==> config.mk <==
export PLATFORM = sky130hd
export DESIGN_NAME = dnn2ami_wr_splitter_flat
export DESIGN_NICKNAME = d
export VERILOG_FILES = /design/src/rtl/dnn2ami_wr_splitter_if.sv /design/src/rtl/dnn2ami_wr_splitter.sv /design/src/flat_wrapper.sv
export SDC_FILE = /design/constraint.sdc
export NUM_CORES = 2
export LEC_CHECK = 0
export BUFFER_PORTS_ARGS = -buffer_cell sky130_fd_sc_hd__buf_2
export CELL_PAD_IN_SITES_DETAIL_PLACEMENT = 1
export CELL_PAD_IN_SITES_GLOBAL_PLACEMENT = 2
export CORE_AREA = 4 4 665 667
export CTS_CLUSTER_SIZE = 40
export DETAILED_ROUTE_END_ITERATION = 6
export DIE_AREA = 0 0 669 671
export GPL_ROUTABILITY_DRIVEN = 1
export PLACE_DENSITY_LB_ADDON = 0.1
export SYNTH_ARGS = -nofsm -noshare
export SYNTH_HDL_FRONTEND = slang
export SYNTH_SLANG_ARGS = --single-unit
export TNS_END_PERCENT = 30
==> constraint.sdc <==
create_clock -name clk -period 20.5 [get_ports clk]
set_input_delay 2.05 -clock clk [delete_from_list [all_inputs] [get_ports clk]]
set_output_delay 2.05 -clock clk [all_outputs]
set_load 0.01 [all_outputs]
==> src/rtl/dnn2ami_wr_splitter_if.sv <==
// Bus bundle between dnn2ami_wr_splitter and its environment: macro write
// queue head, per-PU output buffers and the AMI write beat channel.
// master = the splitter side, slave = queue/buffer/AMI side.
interface dnn2ami_wr_splitter_if #(
  parameter int unsigned NUM_PU = 2,
  parameter int unsigned ADDR_W = 64,
  parameter int unsigned SIZE_W = 32,
  parameter int unsigned DATA_W = 512
);
  localparam int unsigned PU_W = (NUM_PU > 1) ? $clog2(NUM_PU) : 1;

  // macro write queue head
  logic                       mq_empty;
  logic [ADDR_W-1:0]          mq_addr;
  logic [SIZE_W-1:0]          mq_size;
  logic [PU_W-1:0]            mq_pu;
  logic                       mq_deq;

  // per-PU output buffers
  logic [NUM_PU-1:0]          outbuf_empty;
  logic [NUM_PU*DATA_W-1:0]   outbuf_data;
  logic [NUM_PU-1:0]          outbuf_pop;

  // AMI write beat channel
  logic                       ami_wr_valid;
  logic [ADDR_W-1:0]          ami_wr_addr;
  logic [DATA_W-1:0]          ami_wr_data;
  logic                       ami_wr_ready;

  modport master (
    input  mq_empty, mq_addr, mq_size, mq_pu,
    output mq_deq,
    input  outbuf_empty, outbuf_data,
    output outbuf_pop,
    output ami_wr_valid, ami_wr_addr, ami_wr_data,
    input  ami_wr_ready
  );

  modport slave (
    output mq_empty, mq_addr, mq_size, mq_pu,
    input  mq_deq,
    output outbuf_empty, outbuf_data,
    input  outbuf_pop,
    input  ami_wr_valid, ami_wr_addr, ami_wr_data,
    output ami_wr_ready
  );
endinterface

==> src/rtl/dnn2ami_wr_splitter.sv <==
// dnn2ami_wr_splitter: pops one macro write request, splits it into
// BEAT_BYTES-sized AMI write beats, pulls one data word per beat from the
// selected PU output buffer and issues each beat on a valid/ready channel.
// Optional build macro: DNN2AMI_WR_TRACE_EN enables request/beat/error trace
// messages; ports and timing are identical with or without it.
module dnn2ami_wr_splitter #(
  parameter int unsigned NUM_PU     = 2,
  parameter int unsigned ADDR_W     = 64,
  parameter int unsigned SIZE_W     = 32,
  parameter int unsigned DATA_W     = 512,
  parameter int unsigned BEAT_BYTES = 64
) (
  input  logic                  clk,
  input  logic                  rst,
  dnn2ami_wr_splitter_if.master bus,
  output logic                  busy,
  output logic                  req_err
);

  localparam int unsigned PU_W  = (NUM_PU > 1) ? $clog2(NUM_PU) : 1;
  localparam int unsigned SHIFT = $clog2(BEAT_BYTES);
  // one extra bit so a full-size request rounded up still fits
  localparam int unsigned CNT_W = SIZE_W - SHIFT + 1;

  typedef enum logic [1:0] {
    IDLE = 2'd0,
    LOAD = 2'd1,
    SEND = 2'd2
  } state_t;

  state_t              state_q, state_d;
  logic [ADDR_W-1:0]   addr_q, addr_d;
  logic [CNT_W-1:0]    beats_q, beats_d;
  logic [PU_W-1:0]     pu_q, pu_d;
  logic                valid_q, valid_d;
  logic [DATA_W-1:0]   data_q, data_d;
  logic                err_q, err_d;

  logic                mq_deq_c;
  logic [NUM_PU-1:0]   pop_c;
  logic                pu_bad_c;
  logic                req_bad_c;
  logic [CNT_W-1:0]    req_beats_c;
  logic [DATA_W-1:0]   pu_data [NUM_PU];

  // Unpack the flat per-PU head-word bus into one word per PU.
  always_comb begin
    for (int i = 0; i < NUM_PU; i++) begin
      pu_data[i] = bus.outbuf_data[i*DATA_W +: DATA_W];
    end
  end

  // A PU index can only be out of range when NUM_PU is not a power of two.
  if ((1 << PU_W) == NUM_PU) begin : g_pu_full
    assign pu_bad_c = 1'b0;
  end else begin : g_pu_part
    assign pu_bad_c = (32'(bus.mq_pu) >= NUM_PU);
  end

  // Beat count is the size rounded up to whole beats; a partial tail still costs a full beat.
  assign req_beats_c = CNT_W'(bus.mq_size >> SHIFT) + CNT_W'(|bus.mq_size[SHIFT-1:0]);
  assign req_bad_c   = (bus.mq_size == '0) || pu_bad_c;

  // Next-state and strobe logic; strobes are forced low while reset is held.
  always_comb begin
    state_d  = state_q;
    addr_d   = addr_q;
    beats_d  = beats_q;
    pu_d     = pu_q;
    valid_d  = valid_q;
    data_d   = data_q;
    err_d    = err_q;
    mq_deq_c = 1'b0;
    pop_c    = '0;

    unique case (state_q)
      IDLE: begin
        if (!bus.mq_empty) begin
          mq_deq_c = 1'b1;
          if (req_bad_c) begin
            err_d = 1'b1;
          end else begin
            addr_d  = bus.mq_addr;
            pu_d    = bus.mq_pu;
            beats_d = req_beats_c;
            state_d = LOAD;
          end
        end
      end
      LOAD: begin
        if (!bus.outbuf_empty[pu_q]) begin
          pop_c[pu_q] = 1'b1;
          data_d      = pu_data[pu_q];
          valid_d     = 1'b1;
          state_d     = SEND;
        end
      end
      SEND: begin
        if (bus.ami_wr_ready) begin
          valid_d = 1'b0;
          addr_d  = addr_q + ADDR_W'(BEAT_BYTES);
          beats_d = beats_q - CNT_W'(1);
          state_d = (beats_q == CNT_W'(1)) ? IDLE : LOAD;
        end
      end
      default: begin
        state_d = IDLE;
        valid_d = 1'b0;
      end
    endcase

    if (rst) begin
      mq_deq_c = 1'b0;
      pop_c    = '0;
    end
  end

  // State and datapath registers.
  always_ff @(posedge clk or posedge rst) begin
    if (rst) begin
      state_q <= IDLE;
      addr_q  <= '0;
      beats_q <= '0;
      pu_q    <= '0;
      valid_q <= 1'b0;
      data_q  <= '0;
      err_q   <= 1'b0;
    end else begin
      state_q <= state_d;
      addr_q  <= addr_d;
      beats_q <= beats_d;
      pu_q    <= pu_d;
      valid_q <= valid_d;
      data_q  <= data_d;
      err_q   <= err_d;
    end
  end

  assign bus.mq_deq       = mq_deq_c;
  assign bus.outbuf_pop   = pop_c;
  assign bus.ami_wr_valid = valid_q;
  assign bus.ami_wr_addr  = addr_q;
  assign bus.ami_wr_data  = data_q;
  assign busy             = (state_q != IDLE);
  assign req_err          = err_q;

`ifdef DNN2AMI_WR_TRACE_EN
  // Trace accepted requests, handshaken beats and malformed requests.
  always_ff @(posedge clk) begin
    if (!rst) begin
      if (mq_deq_c && !req_bad_c) begin
        $display("DNN2AMI: WR split addr %h size %d pu %d", bus.mq_addr, bus.mq_size, bus.mq_pu);
      end
      if (mq_deq_c && req_bad_c) begin
        $display("DNN2AMI: WR req_err addr %h size %d pu %d", bus.mq_addr, bus.mq_size, bus.mq_pu);
      end
      if (valid_q && bus.ami_wr_ready) begin
        $display("DNN2AMI: WR beat addr %h", addr_q);
      end
    end
  end
`endif

endmodule

==> src/flat_wrapper.sv <==
// flat-port wrapper written by rule: the top's interface ports become plain ports
module dnn2ami_wr_splitter_flat 
#(
  parameter int unsigned NUM_PU     = 2,
  parameter int unsigned ADDR_W     = 64,
  parameter int unsigned SIZE_W     = 32,
  parameter int unsigned DATA_W     = 512,
  parameter int unsigned BEAT_BYTES = 64
)
  (clk, rst, busy, req_err, bus_mq_empty, bus_mq_addr, bus_mq_size, bus_mq_pu, bus_mq_deq, bus_outbuf_empty, bus_outbuf_data, bus_outbuf_pop, bus_ami_wr_valid, bus_ami_wr_addr, bus_ami_wr_data, bus_ami_wr_ready);
  dnn2ami_wr_splitter_if #(.NUM_PU(NUM_PU), .ADDR_W(ADDR_W), .SIZE_W(SIZE_W), .DATA_W(DATA_W)) bus_i ();
  input  logic clk;
  input  logic rst;
  output logic busy;
  output logic req_err;
  input wire logic [$bits(bus_i.mq_empty)-1:0] bus_mq_empty;
  input wire logic [$bits(bus_i.mq_addr)-1:0] bus_mq_addr;
  input wire logic [$bits(bus_i.mq_size)-1:0] bus_mq_size;
  input wire logic [$bits(bus_i.mq_pu)-1:0] bus_mq_pu;
  output wire logic [$bits(bus_i.mq_deq)-1:0] bus_mq_deq;
  input wire logic [$bits(bus_i.outbuf_empty)-1:0] bus_outbuf_empty;
  input wire logic [$bits(bus_i.outbuf_data)-1:0] bus_outbuf_data;
  output wire logic [$bits(bus_i.outbuf_pop)-1:0] bus_outbuf_pop;
  output wire logic [$bits(bus_i.ami_wr_valid)-1:0] bus_ami_wr_valid;
  output wire logic [$bits(bus_i.ami_wr_addr)-1:0] bus_ami_wr_addr;
  output wire logic [$bits(bus_i.ami_wr_data)-1:0] bus_ami_wr_data;
  input wire logic [$bits(bus_i.ami_wr_ready)-1:0] bus_ami_wr_ready;
  assign bus_i.mq_empty = bus_mq_empty;
  assign bus_i.mq_addr = bus_mq_addr;
  assign bus_i.mq_size = bus_mq_size;
  assign bus_i.mq_pu = bus_mq_pu;
  assign bus_mq_deq = bus_i.mq_deq;
  assign bus_i.outbuf_empty = bus_outbuf_empty;
  assign bus_i.outbuf_data = bus_outbuf_data;
  assign bus_outbuf_pop = bus_i.outbuf_pop;
  assign bus_ami_wr_valid = bus_i.ami_wr_valid;
  assign bus_ami_wr_addr = bus_i.ami_wr_addr;
  assign bus_ami_wr_data = bus_i.ami_wr_data;
  assign bus_i.ami_wr_ready = bus_ami_wr_ready;
  dnn2ami_wr_splitter #(.NUM_PU(NUM_PU), .ADDR_W(ADDR_W), .SIZE_W(SIZE_W), .DATA_W(DATA_W), .BEAT_BYTES(BEAT_BYTES)) u_core (.clk(clk), .rst(rst), .bus(bus_i), .busy(busy), .req_err(req_err));
endmodule
# == Yosys cells after proc, flatten, opt, wreduce, memory -nomap -nowiden ==
# Cells that the tools add are included.
# totals
reg_bits,608
in_bits,1127
out_inout_bits,582
# classes
bitwise,5
magnitude_cmp,3
n_eq_ne,7
mux,30
add_sub_neg,3
reduce_logical,12
# op_table
cell,count
$mux W512,3
$mux W64,3
$pmux W64 S2,1
$mux W27,3
$add A64 B7 Y64 const B,1
$pmux W27 S2,1
$logic_not A32 Y1,1
$add A26 B1 Y27,1
$eq A27 B1 Y1 const B,1
$sub A27 B1 Y27 const B,1
$mux W2,7
$mux W1,9
$reduce_and A3 Y1,3
$ne A2 B2 Y1 const B,4
$reduce_and A4 Y1,2
$pmux W2 S3,1
$reduce_or A6 Y1,1
$not A1 Y1,4
$reduce_bool A2 Y1,2
$pmux W1 S3,1
$eq A2 B1 Y1 const B,1
$eq A2 B2 Y1 const B,1
$ge A2 B2 Y1 const B,1
$logic_not A2 Y1,1
other kinds (6),6

# == Depth between registers and ports, before layout ==
# logic_depth
ltp_word,7
depth_mapped,10
ltp_nobuf,10

# == Worst setup path before layout ==
# OpenSTA, ideal clock, no wires.
# synth_path
path_type,input port to output port
start,input port rst
end,output port bus_outbuf_pop[1]
path_buffers,0
setup_slack_ps,15916
stages,1
t_arrival_ps,2534
cell_sequence,nor4b_1
# synth_via
elab_chain_len,1
# synth_rtl
element,line,source
start: declaration,flat_wrapper.sv:13,input logic rst;
$mux W2,dnn2ami_wr_splitter.sv:112,if (rst) begin
end: declaration,flat_wrapper.sv:23,output wire logic [$bits(bus_i.outbuf_pop)-1:0] bus_outbuf_pop;
# No other way between the ends.

# == Final worst setup path ==
# layout_path
start,input port bus_outbuf_empty[1]
end,register u_core.data_q[248] (netlist: u_core.bus.ami_wr_data[248])
# layout_via
elab_chain_len,4
# layout_rtl
element,line,source
start: declaration,flat_wrapper.sv:21,input wire logic [$bits(bus_i.outbuf_empty)-1:0] bus_outbuf_empty;
$mux W1 (implied by the code) (2 in a row),dnn2ami_wr_splitter.sv:91,if (!bus.outbuf_empty[pu_q]) begin
$not A1 Y1 (no line),-,
$reduce_and A2 Y1 (no line),-,
end signal: assignment,dnn2ami_wr_splitter.sv:134,data_q <= data_d;
end: declaration,dnn2ami_wr_splitter.sv:36,"logic [DATA_W-1:0] data_q, data_d;"
# No other way between the ends. The select of a mux whose other input is x is not followed.
# A chain may end at the register's enable or synchronous reset.

==> results.toml <==
[sta]
whs_ns = 0.460
setup_viol = 0
skew_ns = 0.0852
fmax_mhz = 157
setup_tns_ns = 0
fin_crit_sh_pct = 31.1
relSlewSlack_pct = 23.6
finalHoldViolations = 0
worst_pin_slew_ns = 1.11
slew_violations = 0
rsz0062_at_grt = "false"
final_period_minus_worst_setup_slack_ns = 6.37

[outcome]
outcome = "finished, final reports clean"

[synthesis]
synth-edff-count = 0
async_flop_share_pct = 100
yosysWarnings = 0
synth_compound_area_share_pct = 14.5
yosysTopAreaCell = "dfrtp_1"
synth_common_cells = "611 x a21oi_1, 608 x dfrtp_1, 580 x nor2_1"
yosysTopAreaCellShare_pct = 51.4
ys_seq_area_share_pct = 51.4
synth.area.top_cells = "dfrtp_1 51%, mux2i_1 17%, a21oi_1 10%"
synth-simple-area-share_pct = 12.6
muxShareOfSynthArea_pct = 17.4
synth-seq-cells = 608
syn_area_sq_mm = 0.0296
synthMostInstantiatedCell = "a21oi_1"
synthAdderAreaFrac_pct = 0.212
synthFlopType = "dfrtp_1"
yosysUniqueCellTypes = 59
synthCells = 3047
synth_top_family_by_area = "multiplexers"
synth_area_per_cell_sq_um = 9.71
syn-num-nets = 4179
synth-xor-area-share_pct = 0.681

[route]
first_pass_iters = 5
drcViolationCount = 0
vias = 32000
drt-initial-drc-count = 1465
routed_wl_mm = 302
wl_per_cell_um = 28.5
detail-route-antenna-nets = 0
vias_per_cell = 3.02

[setup_path]
reg2reg_to = "u_core.bus.ami_wr_data[248]"
crit_family = "buffers and inverters"
cp.required_ns = 21.28
cpMostUsedCell = "buf_4"
startpoint_type = "primary input"
critPathMaxStageDelay_ns = 0.79
crit_arrival_ns = 7.15
r2r_slack_ns = 14.70
rr_startpoint = "u_core.pu_q"
timing.critical_path.cells = "buf_2 -> mux2i_1 -> and3b_4 -> buf_12 -> buf_4 -> buf_4 -> buf_4 -> buf_4 -> nor2_1 -> a21oi_1"
path_depth = 10
ff2ff_path_depth = 9
worst-setup-path-type = "in2reg"
cp_slowest_cell = "buf_4"
cp_num_buf_inv = 6
cp_max_fo = 129
worst_setup_path_end_kind = "register"

[clock_tree]
cts_resized = 0
tritoncts = "built"
worstSkewPairLatency_ns = 0.86
cts.sink_count = 608
clkTransAtPathRegs_ns = 0.06
post-cts-setup-buffers = 0
cts_inserted_buffers = 104
cts_root_buf = "clkbuf_16"
cts.path.max_buffers = 4
holdBufCountCts = 0
cts_max_level = 3

[global_routing]
grt_use_total_pct = 12.9
grt_overflow_total = 0
grt_start_max_net_pins = 130
antenna_found_initial = 341
grt_pass1_wl_mm = 376
grt_pass1_vias = 33100

[floorplan]
die_y_um = 671
core_area_sq_mm = 0.437
die_w_um = 669
rows = 243
die_area_sq_mm = 0.449
io_pins = 1709
initial_core_util_pct = 6.77

[cells_and_area]
fin_area_sq_mm = 0.0484
fin_cells = 10600
fill_cells = 51800
drive_above_1_share_pct = 40.8
syn_to_final_growth_pct = 63.8
multi_input_area_sq_mm = 0.0135
nets = 5820
seqCellArea_sq_mm = 0.0152

[placement]
dp_hpwl_mm = 257
gp_congestion = 0.946
placedCellCount = 10300
dpl-instance-area_sq_mm = 0.0450
io_buffers = 1708

[min_path]
worstHoldPathCells = 1
hold_class = "reg2reg"
hold_start = "u_core.req_err"
hold_path_end = "u_core.req_err"

[power_and_ir_drop]
p_per_area_mw_per_mm2 = 160
ir_worst_vdd_mv = 0.0811
leakage_nw = 20.9

[flow_run]
drv_cap = 0
cells in the final DEF (no fill, tap or decap), drive strengths merged, types with 25 or more instances in the layout:
master / count
nand3: 45
nand4: 34
o21ai: 61
clkbuf: 158
nor4: 25
dfrtp: 608
o22ai: 30
nor2: 580
mux2i: 513
buf: 1765
nor3: 28
diode: 69
a21oi: 612
nand2: 82
worst reg2reg max path: stages, from the launching register on:
cell	delay, ns
dfrtp_4	0.69
mux2i_1	0.52
and3b_4	0.53
buf_12	0.38
buf_4	1.01
buf_4	0.72
buf_4	0.81
buf_4	0.84
nor2_1	0.15
a21oi_1	0.16
cells by family (layout without fill, tap and decap cells):
| family | count (synthesis) | count (layout) |
|---|---|---|
| flip-flops | 608 | 608 |
| AND/OR/NAND/NOR | 859 | 859 |
| other | 0 | 69 |
| multiplexers | 515 | 515 |
| adder cells (fa/ha/maj) | 5 | 5 |
| buffers and inverters | 242 | 1959 |
| AO/OA/AOI/OAI | 795 | 795 |
| XOR/XNOR | 23 | 23 |
power breakdown:
group | switching (W) | total [W] | leakage, nW | internal [W]
Sequential | 0.000456 | 0.00225 | 6.72 | 0.00180
Combinational | 0.00250 | 0.00373 | 12.6 | 0.00123
Clock | 0.000734 | 0.00179 | 1.61 | 0.00105
final cells by class:
| class | instances | area share, % |
|---|---|---|
| clock buffer | 158 | 6.29 |
| clock inverter | 24 | 0.460 |
| timing repair buffer | 1765 | 18.6 |
| tap | 5757 | 14.9 |
| sequential | 608 | 31.4 |
| inverter | 12 | 0.108 |
| multi-input combinational | 2197 | 27.9 |
| antenna | 69 | 0.356 |
worst max-delay path by stage:
stage	from	to	slack (ns)
2_1_floorplan	rst	u_core.beats_q[0]	1.43
3_3_place_gp	bus_outbuf_empty[1]	u_core.bus.ami_wr_data[0]	13.31
3_5_place_dp	bus_outbuf_empty[1]	u_core.bus.ami_wr_data[233]	13.30
4_1_cts	bus_outbuf_empty[1]	u_core.bus.ami_wr_data[131]	14.28
5_1_grt	bus_outbuf_empty[1]	u_core.bus.ami_wr_data[209]	13.81
6_report	bus_outbuf_empty[1]	u_core.bus.ami_wr_data[248]	14.13
metrics by stage:
| stage | total power (W) | setup WS [ns] | util [%] |
|---|---|---|---|
| floorplan | 0.00399 | 1.43 | - |
| detailed placement | 0.00617 | 13.30 | 10.3 |
| finish | 0.00777 | 14.13 | 11.1 |
| global route | 0.00833 | 13.81 | 11.1 |
| global placement | 0.00615 | 13.31 | 10.3 |
| CTS | 0.00808 | 14.28 | 11.1 |
state kept, by name (all words and copies together) (netlist names):
name / count
u_core.bus.ami_wr_data: 512
u_core.req_err: 1
u_core.bus.ami_wr_valid: 1
u_core.beats_q: 27
u_core.bus.ami_wr_addr: 64
u_core.pu_q: 1
u_core.state_q: 2
routing by layer:
metal | global-route usage, % | part of all wire (%) | wire (um)
met5 | 0 | 0.25 | 759
met4 | 2.32 | 2.4 | 7210
met3 | 4.21 | 8.0 | 24200
met2 | 23.5 | 51 | 154000
met1 | 14.6 | 39 | 117000
No activity file was read; power rests on OpenSTA's default activity.
